### src/rtl/dvp_pkg.sv
// Shared DVP definitions: FSM states, RGB565 layout and default timing for the
// transmit and receive sides of the camera path.
package dvp_pkg;

  typedef enum logic [2:0] {
    IDLE   = 3'd0,
    VSYNC  = 3'd1,
    VBP    = 3'd2,
    ACTIVE = 3'd3,
    HBLANK = 3'd4,
    VFP    = 3'd5
  } dvp_state_e;

  typedef struct packed {
    logic [4:0] r;
    logic [5:0] g;
    logic [4:0] b;
  } rgb565_t;

  localparam int DVP_H_ACT     = 640;
  localparam int DVP_H_BLANK   = 160;
  localparam int DVP_V_ACT     = 480;
  localparam int DVP_VS_LINES  = 3;
  localparam int DVP_VBP_LINES = 17;
  localparam int DVP_VFP_LINES = 5;

  // Counter width that never collapses to zero bits for tiny test timings.
  function automatic int clog2_min1(input int v);
    return (v <= 2) ? 1 : $clog2(v);
  endfunction

endpackage

### src/rtl/dvp_timing_gen.sv
// DVP frame timing: pclk divider, tick generation, line/byte counters and the
// IDLE/VSYNC/VBP/ACTIVE/HBLANK/VFP state machine. State is exported for debug.
module dvp_timing_gen
  import dvp_pkg::*;
#(
  parameter int H_ACT     = DVP_H_ACT,
  parameter int H_BLANK   = DVP_H_BLANK,
  parameter int V_ACT     = DVP_V_ACT,
  parameter int VS_LINES  = DVP_VS_LINES,
  parameter int VBP_LINES = DVP_VBP_LINES,
  parameter int VFP_LINES = DVP_VFP_LINES
) (
  input  logic       clk,
  input  logic       rstn,
  input  logic       en,
  output logic       pclk,
  output logic       vsync,
  output logic       href,
  output logic       tick,
  output logic       pix_req,
  output logic       lo_req,
  output logic       pix_first,
  output logic       frame_done,
  output dvp_state_e state
);

  localparam int LINE   = 2 * H_ACT + H_BLANK;
  localparam int BW     = clog2_min1(LINE);
  localparam int VMAX_A = (VS_LINES > VBP_LINES) ? VS_LINES : VBP_LINES;
  localparam int VMAX_B = (V_ACT > VFP_LINES) ? V_ACT : VFP_LINES;
  localparam int VMAX   = (VMAX_A > VMAX_B) ? VMAX_A : VMAX_B;
  localparam int LW     = clog2_min1(VMAX);

  dvp_state_e      nxt_state;
  logic [BW-1:0]   byte_cnt, nxt_byte;
  logic [LW-1:0]   line_cnt, nxt_line;
  logic [LW-1:0]   lim_m1;
  logic            frame_end;

  // The edge on which pclk falls is the only edge that moves the video outputs.
  assign tick = (state != IDLE) && pclk;

  always_comb begin
    nxt_state = state;
    nxt_byte  = byte_cnt;
    nxt_line  = line_cnt;
    frame_end = 1'b0;
    lim_m1    = LW'(VS_LINES - 1);
    case (state)
      VBP:     lim_m1 = LW'(VBP_LINES - 1);
      VFP:     lim_m1 = LW'(VFP_LINES - 1);
      HBLANK:  lim_m1 = LW'(V_ACT - 1);
      default: ;
    endcase
    case (state)
      IDLE: begin
        if (en) nxt_state = VSYNC;
      end
      VSYNC, VBP, VFP: begin
        if (tick) begin
          if (byte_cnt == BW'(LINE - 1)) begin
            nxt_byte = '0;
            if (line_cnt == lim_m1) begin
              nxt_line = '0;
              if (state == VSYNC) begin
                nxt_state = VBP;
              end else if (state == VBP) begin
                nxt_state = ACTIVE;
              end else begin
                frame_end = 1'b1;
                nxt_state = en ? VSYNC : IDLE;
              end
            end else begin
              nxt_line = line_cnt + 1'b1;
            end
          end else begin
            nxt_byte = byte_cnt + 1'b1;
          end
        end
      end
      ACTIVE: begin
        if (tick) begin
          if (byte_cnt == BW'(2 * H_ACT - 1)) begin
            nxt_byte  = '0;
            nxt_state = HBLANK;
          end else begin
            nxt_byte = byte_cnt + 1'b1;
          end
        end
      end
      HBLANK: begin
        if (tick) begin
          if (byte_cnt == BW'(H_BLANK - 1)) begin
            nxt_byte = '0;
            if (line_cnt == lim_m1) begin
              nxt_line  = '0;
              nxt_state = VFP;
            end else begin
              nxt_line  = line_cnt + 1'b1;
              nxt_state = ACTIVE;
            end
          end else begin
            nxt_byte = byte_cnt + 1'b1;
          end
        end
      end
      default: nxt_state = IDLE;
    endcase
  end

  always_ff @(posedge clk or negedge rstn) begin
    if (!rstn) begin
      state      <= IDLE;
      byte_cnt   <= '0;
      line_cnt   <= '0;
      pclk       <= 1'b0;
      frame_done <= 1'b0;
    end else begin
      state      <= nxt_state;
      byte_cnt   <= nxt_byte;
      line_cnt   <= nxt_line;
      pclk       <= (state == IDLE) ? 1'b0 : ~pclk;
      frame_done <= frame_end;
    end
  end

  assign vsync     = (state == VSYNC);
  assign href      = (state == ACTIVE);
  // Requests look ahead to the byte that the coming tick will launch.
  assign pix_req   = tick && (nxt_state == ACTIVE) && !nxt_byte[0];
  assign lo_req    = tick && (nxt_state == ACTIVE) && nxt_byte[0];
  assign pix_first = (nxt_line == '0) && (nxt_byte == '0);

endmodule

### src/rtl/dvp_8bit_tx.sv
// DVP 8-bit transmitter: RGB565 valid/ready stream in, pclk/vsync/href/data out.
// Build option DVP_TX_RB_SWAP_EN sends pixels as {B,G,R}.
module dvp_8bit_tx
  import dvp_pkg::*;
#(
  parameter int H_ACT     = DVP_H_ACT,
  parameter int H_BLANK   = DVP_H_BLANK,
  parameter int V_ACT     = DVP_V_ACT,
  parameter int VS_LINES  = DVP_VS_LINES,
  parameter int VBP_LINES = DVP_VBP_LINES,
  parameter int VFP_LINES = DVP_VFP_LINES
) (
  input  logic        clk,
  input  logic        rstn,
  input  logic        en,
  input  logic        pix_valid,
  output logic        pix_ready,
  input  logic [15:0] pix_data,
  input  logic        pix_sof,
  output logic        cam_pclk,
  output logic        cam_vsync,
  output logic        cam_href,
  output logic [7:0]  cam_data,
  output logic        frame_done,
  output logic        underflow,
  output logic        sync_err
);

  // Stream handshake: a pixel moves on a rising clk where pix_valid and
  // pix_ready are both high; pix_ready never waits on pix_valid.

  dvp_state_e  tg_state;
  rgb565_t     px;
  logic [15:0] tx_word;
  logic [7:0]  lo_q;
  logic        tick, pix_req, lo_req, pix_first, flush, xfer;

  dvp_timing_gen #(
    .H_ACT(H_ACT), .H_BLANK(H_BLANK), .V_ACT(V_ACT),
    .VS_LINES(VS_LINES), .VBP_LINES(VBP_LINES), .VFP_LINES(VFP_LINES)
  ) u_timing (
    .clk(clk), .rstn(rstn), .en(en),
    .pclk(cam_pclk), .vsync(cam_vsync), .href(cam_href),
    .tick(tick), .pix_req(pix_req), .lo_req(lo_req), .pix_first(pix_first),
    .frame_done(frame_done), .state(tg_state)
  );

  assign px = pix_data;

`ifdef DVP_TX_RB_SWAP_EN
  assign tx_word = {px.b, px.g, px.r};
`else
  assign tx_word = px;
`endif

  // Before the first line, drain leftovers until a start-of-frame pixel heads the stream.
  assign flush     = (tg_state == VSYNC) || (tg_state == VBP);
  assign pix_ready = pix_req || (flush && !pix_sof);
  assign xfer      = pix_valid && pix_ready;

  always_ff @(posedge clk or negedge rstn) begin
    if (!rstn) begin
      cam_data  <= 8'h00;
      lo_q      <= 8'h00;
      underflow <= 1'b0;
      sync_err  <= 1'b0;
    end else begin
      if (tick) begin
        if (pix_req) begin
          cam_data <= xfer ? tx_word[15:8] : 8'h00;
          lo_q     <= xfer ? tx_word[7:0] : 8'h00;
        end else if (lo_req) begin
          cam_data <= lo_q;
        end else begin
          cam_data <= 8'h00;
        end
      end
      if (pix_req && !pix_valid) underflow <= 1'b1;
      if (pix_req && xfer && pix_sof && !pix_first) sync_err <= 1'b1;
    end
  end

endmodule

### config.mk
export PLATFORM = sky130hd
export DESIGN_NAME = dvp_8bit_tx
export DESIGN_NICKNAME = d
export VERILOG_FILES = /design/src/rtl/dvp_pkg.sv /design/src/rtl/dvp_timing_gen.sv /design/src/rtl/dvp_8bit_tx.sv
export SDC_FILE = /design/constraint.sdc
export NUM_CORES = 1
export LEC_CHECK = 0
export BUFFER_PORTS_ARGS = -buffer_cell sky130_fd_sc_hd__buf_2
export CAP_MARGIN = 15
export CORE_MARGIN = 4
export CORE_UTILIZATION = 59
export DETAILED_ROUTE_END_ITERATION = 6
export GPL_TIMING_DRIVEN = 0
export PLACE_DENSITY = 0.83
export RECOVER_POWER = 50
export SYNTH_ARGS = -nofsm -noshare
export SYNTH_HDL_FRONTEND = slang
export SYNTH_HIERARCHICAL = 1
export SYNTH_SLANG_ARGS = --single-unit
### constraint.sdc
create_clock -name clk -period 3.4 [get_ports clk]
set_input_delay 0.51 -clock clk [delete_from_list [all_inputs] [get_ports clk]]
set_output_delay 0.51 -clock clk [all_outputs]
set_load 0.01 [all_outputs]
# Yosys cells after proc, flatten, opt, wreduce, memory -nomap -nowiden
# Index checks and enable logic that the tools add are counted.
# classes
add_sub_neg	2
n_eq_ne	10
muxes	38
bitwise	1
reduce_logical	23
# ops
cell	n
$mux 11	6
$mux 9	5
$mux 3	11
$pmux 11 s3	1
$mux 8	4
$pmux 9 s3	1
$eq 11x11->1 const B	2
$pmux 9 s2	1
$pmux 3 s4	1
$add 11x1->11 const B	1
$eq 11x8->1 const B	1
$logic_and 1x1->1	11
$logic_not 11->1	1
$add 9x1->9 const B	1
$eq 3x2->1 const B	3
$eq 9x9->1	1
$logic_not 9->1	1
$mux 1	8
$eq 3x3->1 const B	2
$logic_not 1->1	4
$eq 3x1->1 const B	1
$logic_not 3->1	1
$reduce_bool 3->1	1
$reduce_or 3->1	1
3 further kinds	4
# totals
register_bits	43
wordCells	83

# Longest topological paths before layout
# Gate-level depths: netlist of the first run.
# depth
ltp_word	15
ltp_mapped	13
ltp_nobuf	10

# Cells and area by module
# Netlist of the first run, hierarchy kept.
# by_module_without_submodules
mod	n_inst	cells_each	area_each_um2
dvp_timing_gen	1	261	2148.3
dvp_8bit_tx	1	75	818.3

# Least setup slack after synthesis of the first run
# OpenSTA, ideal clock, no wires.
# synth_path
path_type	reg-to-output
start	register u_timing.state[0]
end	output port pix_ready
arrival_time_ns	2.748
required_ns	2.890
setup_slack_ns	0.142
path_stages_with_launch	12
n_path_buf	3
path_cell_list	dfrtp_1 > buf_6 > or3b_1 > buf_6 > a211o_1 > a221oi_4 > nand3_1 > o221ai_1 > o211ai_1 > nor2_1 > clkbuf_1 > a21o_1
# synth_between
elab_chain_len	11
# synth_lines
element	line	rtl
start: declaration	dvp_timing_gen.sv:24	output dvp_state_e state
start signal: assignment	dvp_timing_gen.sv:119	state <= nxt_state;
$eq 3x3->1 or $eq 3x2->1 (tied branches)	dvp_timing_gen.sv:49, dvp_timing_gen.sv:55, dvp_timing_gen.sv:67	
$pmux 9 s3 or $mux 3 (tied branches)	dvp_timing_gen.sv:49, dvp_timing_gen.sv:67	
$eq 9x9->1 or $mux 3 (tied branches)	dvp_timing_gen.sv:63, dvp_timing_gen.sv:65	
$mux 3	dvp_timing_gen.sv:63	if (line_cnt == lim_m1) begin
$mux 3	dvp_timing_gen.sv:61	if (byte_cnt == BW'(LINE - 1)) begin
$mux 3	dvp_timing_gen.sv:60	if (tick) begin
$pmux 3 s4 *	dvp_timing_gen.sv:55	case (state)
net u_timing.nxt_state[0]	dvp_timing_gen.sv:34	dvp_state_e nxt_state;
$eq 3x2->1 *	dvp_timing_gen.sv:130	assign pix_req = tick && (nxt_state == ACTIVE) && !nxt_byte[0];
$logic_and 1x1->1 * (2 in a row)	dvp_timing_gen.sv:130	
net pix_req	dvp_8bit_tx.sv:36	logic tick, pix_req, lo_req, pix_first, flush, xfer;
$logic_or 1x1->1 *	dvp_8bit_tx.sv:58	assign pix_ready = pix_req || (flush && !pix_sof);
end: declaration	dvp_8bit_tx.sv:17	output logic pix_ready,
# Mark *: on every way through the listed nets, which the timed path passes. The rest lies on a longest branch.

# Final worst setup path of the first run
# layout_path
start	register u_timing.state[2]
end	output port pix_ready
# The elaborated chain is that of the path after synthesis.

==> results of run 1 <==
==> critical path, delay by kind of cell (launching register included) <==
family | cells | cell delay [ps]
AO/OA/AOI/OAI | 5 | 1100
AND/OR/NAND/NOR | 3 | 740
flip-flops | 1 | 440
buffers and inverters | 2 | 270
==> where the power goes <==
part | total (uW) | internal [uW] | switching (uW)
Combinational | 26.3 | 9.20 | 17.1
Clock | 326 | 144 | 182
Sequential | 511 | 511 | 0
==> metrics by stage <==
step                cells  hold slack (ps)  worst slack [ps]  cell area [um^2]
finish                464            432.6             25.36              3542
detailed placement    438            442.6            -327.6              3226
global placement      438            442.5            -318.0              3226
global route          464            430.2            -85.31              3542
CTS                   458            390.6            -37.30              3463
floorplan             336            214.4             141.6              2967
==> metal layers <==
layer / GRT usage [%] / wire (um) / vias to the layer above / part of all wire [%]
li1: - / - / 1368 / -
met1: 38.21 / 3564 / 1368 / 43
met2: 41.68 / 3891 / 153 / 47
met3: 4.422 / 622 / 23 / 7.5
met4: 9.966 / 191 / 0 / 2.3
met5: 0 / 0 / - / 0
==> cell type report <==
class	count	share of cell area (%)
Timing Repair Buffer	56	9.361
Sequential cell	43	30.48
Clock buffer	6	2.049
Inverter	18	1.907
Clock inverter	2	0.3532
Tap cell	67	2.367
Multi-Input combinational cell	250	49.52
Buffer	22	3.956
==> kinds of logic after synthesis <==
| family | after synthesis | share of synthesized area [%] |
|---|---|---|
| buf+inv | 43 | 7.212 |
| xor+xnor | 3 | 0.8859 |
| mux | 5 | 1.729 |
| simple gates | 144 | 28.55 |
| flops | 43 | 36.27 |
| fa+ha+maj | 2 | 0.8434 |
| compound gates | 96 | 24.51 |
==> path summary, 6_finish.rpt <==
check	from	slack (ps)	end
setup / recovery	u_timing/state[2]	30	pix_ready
hold / removal	pix_data[9]	430	cam_data[1]
setup reg to reg	u_timing/byte_cnt[1]	50	sync_err
hold reg to reg	underflow	460	underflow
max in group asynchronous	rstn	990	u_timing/byte_cnt[0]
min in group asynchronous	rstn	900	u_timing/line_cnt[5]
==> registers in the layout (all words and copies together) (netlist names) <==
| signal | count |
|---|---|
| cam_data | 8 |
| lo_q | 8 |
| sync_err | 1 |
| u_timing/byte_cnt | 11 |
| u_timing/frame_done | 1 |
| u_timing/line_cnt | 9 |
| u_timing/pclk | 1 |
| u_timing/state | 3 |
| underflow | 1 |
==> placed cells by master, fill, tap and decap left out, drive strengths merged, types with 9 or more instances in the layout <==
cell and count:
and2 9, nand2 31, buf 66, o21ai 34, inv 18, nand3 9, clkbuf 18, nand4 12
nor2 23, dfrtp 43, a21oi 11
==> what timing repair did <==
item,CTS,global route
pin swaps,10,18
resized for setup,13,17
setup buffers,13,9
setup endpoints to repair,10,16
==> impl_metrics.toml, run 1 <==
[timing]
rsz0062_at_grt = "true"
finalSetupViolations = 0
maxSlewHeadroom_pct = -56.09
final_min_period_over_clock_period_pct = 99.25
tightest_slew_ps = 2341
final_hold_viol_count = 0
fmax_mhz = 296.3
slew_violations = 44
fin_crit_ps = 3375
fin_setup_tns_ps = 0
finalClockSkew_ps = 6.908

[cells_and_area]
num-fill-cells = 346
areaGrowthSynthToFinish_pct = 19.40
antenna_cells = 0
multiInputGateArea_um2 = 1754
fin_nets = 419
regArea_um2 = 1080
final_util_pct = 74.01
drive_gt1_share_pct = 27.20

[synth]
yosys-top-cells-area = "dfrtp_1 (36%), o21ai_0 (4.9%), nand2_1 (3.9%), nor2_1 (2.8%), a221o_1 (2.7%)"
syn_area_um2 = 2967
synthArstFlopShare_pct = 100.0
yosysTopAreaCell = "dfrtp_1"
ys_warn_count = 6
synth_top_area_share_pct = 36.27
ys_seq_area_share_pct = 36.27
synth_edf_count = 0
syn_inst = 336
synthFlopType = "dfrtp_1"
ys_types = 71
ys_ff_latch = 43
syn_nets = 359
synth_common_cells = "dfrtp_1 (43), nand2_1 (31), o21ai_0 (29)"
yosysMostFrequentCell = "dfrtp_1"
avgSynthCellArea_um2 = 8.829

[floorplan]
die_w_um = 78.91
ios = 36
placement_rows = 25
initial_core_util_pct = 61.99
die_h_um = 78.91
die_area_um2 = 6227
core_um2 = 4786

[critical_path]
worstPathArrival_ps = 2860
cp_cell_sequence = "or3b_4 -> a211o_1 -> a221oi_4 -> and4_1 -> o221ai_2 -> o211ai_1 -> nor2_2 -> clkbuf_8 -> a21o_1 -> buf_2"
startpoint_type = "flop"
cpMaxStageDelayCell = "dfrtp_2"
cp_slowest_stage_delay_ps = 440
cp-end-kind = "output port"
ff2ff_path_depth = 11
required_ps = 2890
crit_type = "reg2out"
cp_max_fo = 6

[detailed_routing]
avgRoutedWirePerCell_um = 17.82
routed-via-count = 2912
routed_wl_um = 8269
drtIter0Drc = 282
firstDrtPassIters = 6
vias_per_cell = 6.276
drc = 0
ant_nets = 0

[global_routing]
antenna_found_initial = 0
grt_max_degree = 44
grt_usage_pct = 26.98
grt_first_pass_wirelength_um = 13220
grt-ovfl-total = 0
grt_pass1_vias = 2671

[status]
violations = "max-capacitance violations, max-slew violations"
status = "finished, violations left"

[cts]
cts_made_buffers = 5
ctsHoldBuffers = 0
insertion_delay_ps = 310
ctsHtreeMaxLevel = 2
cts_tree = "done"
clk_pin_slew_ps = 80
clockRootBuffer = "clkbuf_8"
clockBufferDepth = 2
cts_sinks = 43

[placement]
dp_hpwl_um = 5614
io_buffers = 35
gp_congestion = 0.9507

[power_and_ir_drop]
p_leak_uw = 0.001573
ir_drop_uv = 164.7
p_total_uw = 863.0
p_per_area_nw_per_um2 = 243.6

[min_path]
hp-class = "in2reg"
hold_depth = 2

[run]
maxCapViolCount = 1
Note: power is estimated with default switching activity, not from simulation.
==> inputs of run 2 (changes only) <==
- CORE_UTILIZATION: 59 -> 58
- PLACE_DENSITY: 0.83 -> 0.82
- SYNTH_HIERARCHICAL: 1 -> unset
==> run 2 against run 1 <==
The run still ends with max-capacitance violations, max-slew violations left; combinational power rose by 22%; clock power increased by 2%; count of clock-buffer cells in the layout did not move; critical path depth is 1 higher; via count shrank 3.5%; final area decreased by 8.0%; routed wire length decreased by 9.5%; utilization decreased by 5.0 points; worst hold slack better by 3.9 ps; highest routed layer unchanged; critical path type unchanged; synthesized cell count fell by 1.5%; maximum frequency up 1.6%; power increased by 1.4%.
==> impl_metrics.toml, run 2 <==
[cells_and_area]
regArea_um2 = 1077
drive_gt1_share_pct = 24.87
final_cell_mix = "nand2_1 (56), dfrtp_1 (42), buf_2 (40), o21ai_0 (25), nor2_1 (24)"
largestRegisters = "u_timing.byte_cnt (11), u_timing.line_cnt (9)"
multiInputGateArea_um2 = 1659
antenna_cells = 0
largest_reg_flops = 11
final_cells = 445
layout_commonest_cell = "nand2_1"
fin_nets = 400
final_util_pct = 69.01
areaGrowthSynthToFinish_pct = 15.06
num-fill-cells = 385
largest_register = "u_timing.byte_cnt"

[synth]
yosysTopAreaCell = "dfrtp_1"
synth_top_area_share_pct = 37.99
avgSynthCellArea_um2 = 8.558
yosysMostFrequentCell = "nand2_1"
synthArstFlopShare_pct = 100.0
syn_area_um2 = 2833
ys_warn_count = 0
synth_edf_count = 0
synth_common_cells = "nand2_1 (57), dfrtp_1 (43), nor2_1 (25), o21ai_0 (25), a21oi_1 (19)"
syn_inst = 331
yosys-top-cells-area = "dfrtp_1 (38%), nand2_1 (7.6%), o21ai_0 (4.4%), a21oi_1 (3.4%), nor2_1 (3.3%)"
synthFlopType = "dfrtp_1"
syn_nets = 354
ys_types = 61
ys_ff_latch = 43
ys_seq_area_share_pct = 37.99

[critical_path]
timing.rr.end = "sync_err"
startpoint_type = "flop"
worstPathArrival_ps = 2810
crit_type = "reg2out"
ff2ff_path_depth = 10
cp_max_fo = 9
ff2ff_setup_slack_ps = 710
cp-end-kind = "output port"
cpMaxStageDelayCell = "a221o_1"
cp_top_family = "compound AO/OA/AOI/OAI gates"
r2r_start = "u_timing.state[1]"
required_ps = 2890
cp_cell_sequence = "buf_4 -> and3b_1 -> a221o_1 -> nor4_4 -> o21a_1 -> a31o_2 -> o211ai_4 -> or2_1 -> buf_6 -> o31ai_1 -> buf_2"
cp_slowest_stage_delay_ps = 390
worst-path-buf-inv = 3

[cts]
clockRootBuffer = "clkbuf_8"
cts_sinks = 43
insertion_delay_ps = 310
clk_pin_slew_ps = 90
clockBufferDepth = 2
cts_made_buffers = 5
ctsHtreeMaxLevel = 2
cts_tree = "done"

[timing]
finalClockSkew_ps = 10.37
maxSlewHeadroom_pct = -50.40
final_min_period_over_clock_period_pct = 97.70
tightest_slew_ps = 2256
final_hold_viol_count = 0
fmax_mhz = 301.0
slew_violations = 44
fin_crit_ps = 3322
finalSetupViolations = 0

[min_path]
min_to = "lo_q[3]"
min-delay-start = "pix_data[3]"
hold_depth = 3
hp-class = "in2reg"

[floorplan]
die_w_um = 77.89
initial_core_util_pct = 59.97
die_h_um = 77.89
core_um2 = 4723
die_area_um2 = 6066
placement_rows = 25
ios = 36

[detailed_routing]
vias_per_cell = 6.312
ant_nets = 0
routed-via-count = 2809
drtIter0Drc = 391
routed_wl_um = 7481
avgRoutedWirePerCell_um = 16.81
drc = 0
firstDrtPassIters = 5

[placement]
io_buffers = 35
dp_hpwl_um = 5311
gp_congestion = 0.9502
dp.cells = 433

[global_routing]
grt_pass1_vias = 2446
grt-ovfl-total = 0
grt_max_degree = 44
grt_first_pass_wirelength_um = 11870
antenna_found_initial = 0
grt_usage_pct = 24.57

[power_and_ir_drop]
ir_drop_uv = 191.5
p_per_area_nw_per_um2 = 268.5
p_leak_uw = 0.001342
p_total_uw = 875.3

[run]
maxCapViolCount = 1

[status]
violations = "max-capacitance violations, max-slew violations"
status = "finished, violations left"
run 2: cell types whose count changed after synthesis, moves of 8 or more:
| cell | before | now |
|---|---|---|
| inv_1 | 17 | 6 |
| clkbuf_1 | 13 | 4 |
| o21ai_1 | 3 | 13 |
| a21oi_1 | 11 | 19 |
| nand2_1 | 31 | 57 |
run 2: how the worst max path moves through the flow:
stage                               startpoint        end  slack, ps  depth (start not counted)
final                        u_timing.state[2]  pix_ready         80                         11
after global routing         u_timing.state[2]  pix_ready        -30                         12
after CTS                    u_timing.state[1]  pix_ready         20                         10
after detailed placement  u_timing.byte_cnt[0]  pix_ready         50                         11
after global placement    u_timing.byte_cnt[0]  pix_ready        130                         11
after floorplan           u_timing.byte_cnt[0]  pix_ready        590                         10
run 2: worst register-to-register path, delay by kind of cell (launching register included):
kind | cells | cell delay [ps]
XOR/XNOR | 1 | 90
AND/OR/NAND/NOR | 4 | 890
buffers and inverters | 2 | 520
AO/OA/AOI/OAI | 3 | 610
flip-flops | 1 | 460
run 2: timing repair:
| action | in CTS | in global routing |
|---|---|---|
| gates resized for setup | 2 | 10 |
| hold buffers | 0 | 0 |
| buffers inserted | 2 | 3 |
| cloned | 0 | 0 |
| setup endpoints to repair | 1 | 1 |
| pin swaps | 2 | 1 |
run 2: cell families (layout without fill, tap and decap cells):
family,count (synthesis),after routing,synth area share [%]
AND/OR/NAND/NOR,148,148,29.24
AO/OA/AOI/OAI,104,104,24.74
flip-flops,43,43,37.99
buffers and inverters,28,75,5.300
XOR/XNOR,6,6,1.855
adder cells (fa/ha/maj),2,2,0.8833
run 2: through the flow:
step           TNS, ps  area, um^2  setup WS, ps  hold WS (ps)
2_1_floorplan        0        2833         594.9         214.4
3_3_place_gp         0        3092         132.6         451.5
3_5_place_dp         0        3092         46.55         462.2
4_1_cts              0        3202         18.67         384.7
5_1_grt         -34.00        3259        -34.00         439.0
6_report             0        3259         78.06         436.5
run 2: power breakdown:
group	internal [uW]	total [uW]	switching, uW
clock network	144	332	188
registers	511	511	0
logic	11.3	32.2	20.9
total	666	875	209
run 2: metal layers:
metal	global-route usage, %	up-vias	wire length [um]
met2	36.22	139	3534
met5	0	-	0
met4	9.253	0	156
met1	35.79	1354	3318
li1	-	1297	-
met3	4.408	19	472
run 2: final cells by class:
class / count / share of cell area, %
multi-input combinational: 260 / 50.90
sequential: 43 / 33.05
timing repair buffer: 40 / 6.257
buffer: 21 / 3.916
tap: 67 / 2.572
clock buffer: 6 / 2.226
inverter: 6 / 0.6910
clock inverter: 2 / 0.3839
==> inputs of run 3 (changes only) <==
- BUFFER_PORTS_ARGS: -buffer_cell sky130_fd_sc_hd__buf_2 -> unset
- CORE_UTILIZATION: 58 -> 60
- DONT_BUFFER_PORTS: unset -> 1
- PLACE_DENSITY: 0.82 -> 0.78
- SETUP_SLACK_MARGIN: unset -> 0.4
==> run 3 against run 2 <==
The run still ends with max-capacitance violations, max-slew violations left; critical path type unchanged; critical endpoint unchanged; non-clock buffer count down 22; sequential power barely moved; power down 2.3%.
==> impl_metrics.toml, run 3 (same netlist as run 2, synthesis figures left out) <==
[status]
status = "finished, violations left"
violations = "max-capacitance violations, max-slew violations"

[critical_path]
cp-end-kind = "output port"
cpMaxStageDelayCell = "dfrtp_1"
startpoint_type = "flop"
crit_type = "reg2out"
required_ps = 2890
cp_slowest_stage_delay_ps = 380
cp_cell_sequence = "buf_6 -> buf_6 -> nor2_1 -> a211oi_1 -> o2111a_1 -> o21a_1 -> buf_6 -> o211ai_4 -> o211ai_4 -> or2_1 -> buf_6 -> o31ai_4"
worstPathArrival_ps = 2640
cp_max_fo = 10
crit_top_cell = "buf_6"

[timing]
fmax_mhz = 317.2
fin_crit_ps = 3152
hold_slack_ps = 337.6
maxSlewHeadroom_pct = -56.10
finalSetupViolations = 0
fin_setup_tns_ps = 0
final_hold_viol_count = 0
rsz0062_at_grt = "true"
slew_violations = 44
tightest_slew_ps = 2341
finalClockSkew_ps = 4.409
final_min_period_over_clock_period_pct = 92.72

[detailed_routing]
ant_nets = 0
routed-via-count = 2696
vias_per_cell = 6.608
avgRoutedWirePerCell_um = 18.74
routed_wl_um = 7646
firstDrtPassIters = 5
drtIter0Drc = 303
drc = 0

[cts]
clk_pin_slew_ps = 80
cts_sinks = 43
ctsHtreeMaxLevel = 2
cts_made_buffers = 5
clockRootBuffer = "clkbuf_8"
cts_tree = "done"
clockBufferDepth = 2
insertion_delay_ps = 300

[placement]
gp_congestion = 0.9598
io_buffers = 0
dp_hpwl_um = 5122
dp.cells = 383
placed_area_um2 = 2898

[power_and_ir_drop]
ir_drop_uv = 208.4
p_per_area_nw_per_um2 = 265.7
p_leak_uw = 0.001284

[floorplan]
placement_rows = 24
initial_core_util_pct = 63.31
ios = 36
die_h_um = 76.71
core_um2 = 4474
die_area_um2 = 5884
die_w_um = 76.71

[cells_and_area]
largestRegisters = "u_timing.byte_cnt (11), u_timing.line_cnt (9)"
largest_reg_flops = 11
antenna_cells = 0
largest_register = "u_timing.byte_cnt"
fin_nets = 378
layout_commonest_cell = "nand2_1"
areaGrowthSynthToFinish_pct = 13.65
drive_gt1_share_pct = 23.60
final_cells = 408
final_cell_mix = "nand2_1 (56), dfrtp_1 (42), nor2_1 (24), o21ai_0 (24), a21oi_1 (19)"
final_area_um2 = 3219

[run]
maxCapViolCount = 1

[global_routing]
grt_first_pass_wirelength_um = 11720
grt_max_degree = 44
antenna_found_initial = 0
grt-ovfl-total = 0
grt_usage_pct = 24.88
grt_pass1_vias = 2312

[min_path]
hp-class = "in2reg"
run 3: changes by cell type in the layout (fill, tap and decap cells not counted), moves of 2 or more:
cell,change
buf_4,+9
buf_6,+2
clkbuf_1,-6
buf_2,-29
run 3: path summary, 6_finish.rpt:
check                                       start               endpoint  slack, ps  cells past startpoint
worst min register to register            lo_q[6]                lo_q[6]        500                      2
max in group asynchronous                    rstn      u_timing.state[1]       1000                      1
min in group asynchronous                    rstn  u_timing.byte_cnt[10]        910                      1
worst min-delay path                  pix_data[4]                lo_q[4]        340                      2
worst max register to register  u_timing.state[1]               sync_err        570                     10
worst max-delay path            u_timing.state[0]              pix_ready        250                     12
run 3: layer usage:
layer	up-vias	part of all wire, %	global-route usage, %
met5	-	0	0
met4	0	2.4	8.696
met3	15	8.8	4.801
met2	142	46	36.06
met1	1289	43	36.93
li1	1250	-	-
run 3: timing repair:
item                                   CTS  global route
resized for setup                       10            18
hold buffers                             1             0
setup buffers                           11             5
pin swaps                                7            11
endpoints found under the hold margin   43             0
setup endpoints to repair                1             2
run 3: area by class of cell:
cell class / instances / area, um^2
Buffer: 22 / 138.9
Clock buffer: 6 / 72.57
Clock inverter: 2 / 12.51
Fill cell: 347 / 1255
Inverter: 6 / 22.52
Multi-Input combinational cell: 260 / 1703
Sequential cell: 43 / 1077
Tap cell: 52 / 65.06
Timing Repair Buffer: 17 / 127.6
run 3: critical path: cells and delay by family, from the launching register on:
family | cells | cell delay [ps]
flip-flops | 1 | 380
buffers and inverters | 4 | 550
AO/OA/AOI/OAI | 6 | 950
AND/OR/NAND/NOR | 2 | 440
run 3: power by group:
| part | switching, uW | total, uW | internal (uW) |
|---|---|---|---|
| Sequential | 0 | 511 | 511 |
| Combinational | 16.6 | 20.8 | 4.14 |
| Clock | 180 | 324 | 144 |
run 3: stage by stage:
step	worst slack (ps)	total power, uW	util [%]
floorplan	594.9	530.0	-
finish	247.6	855.5	71.95
global route	116.6	888.5	71.95
global placement	220.8	531.2	64.77
detailed placement	206.6	531.3	64.77
CTS	254.5	860.0	70.02
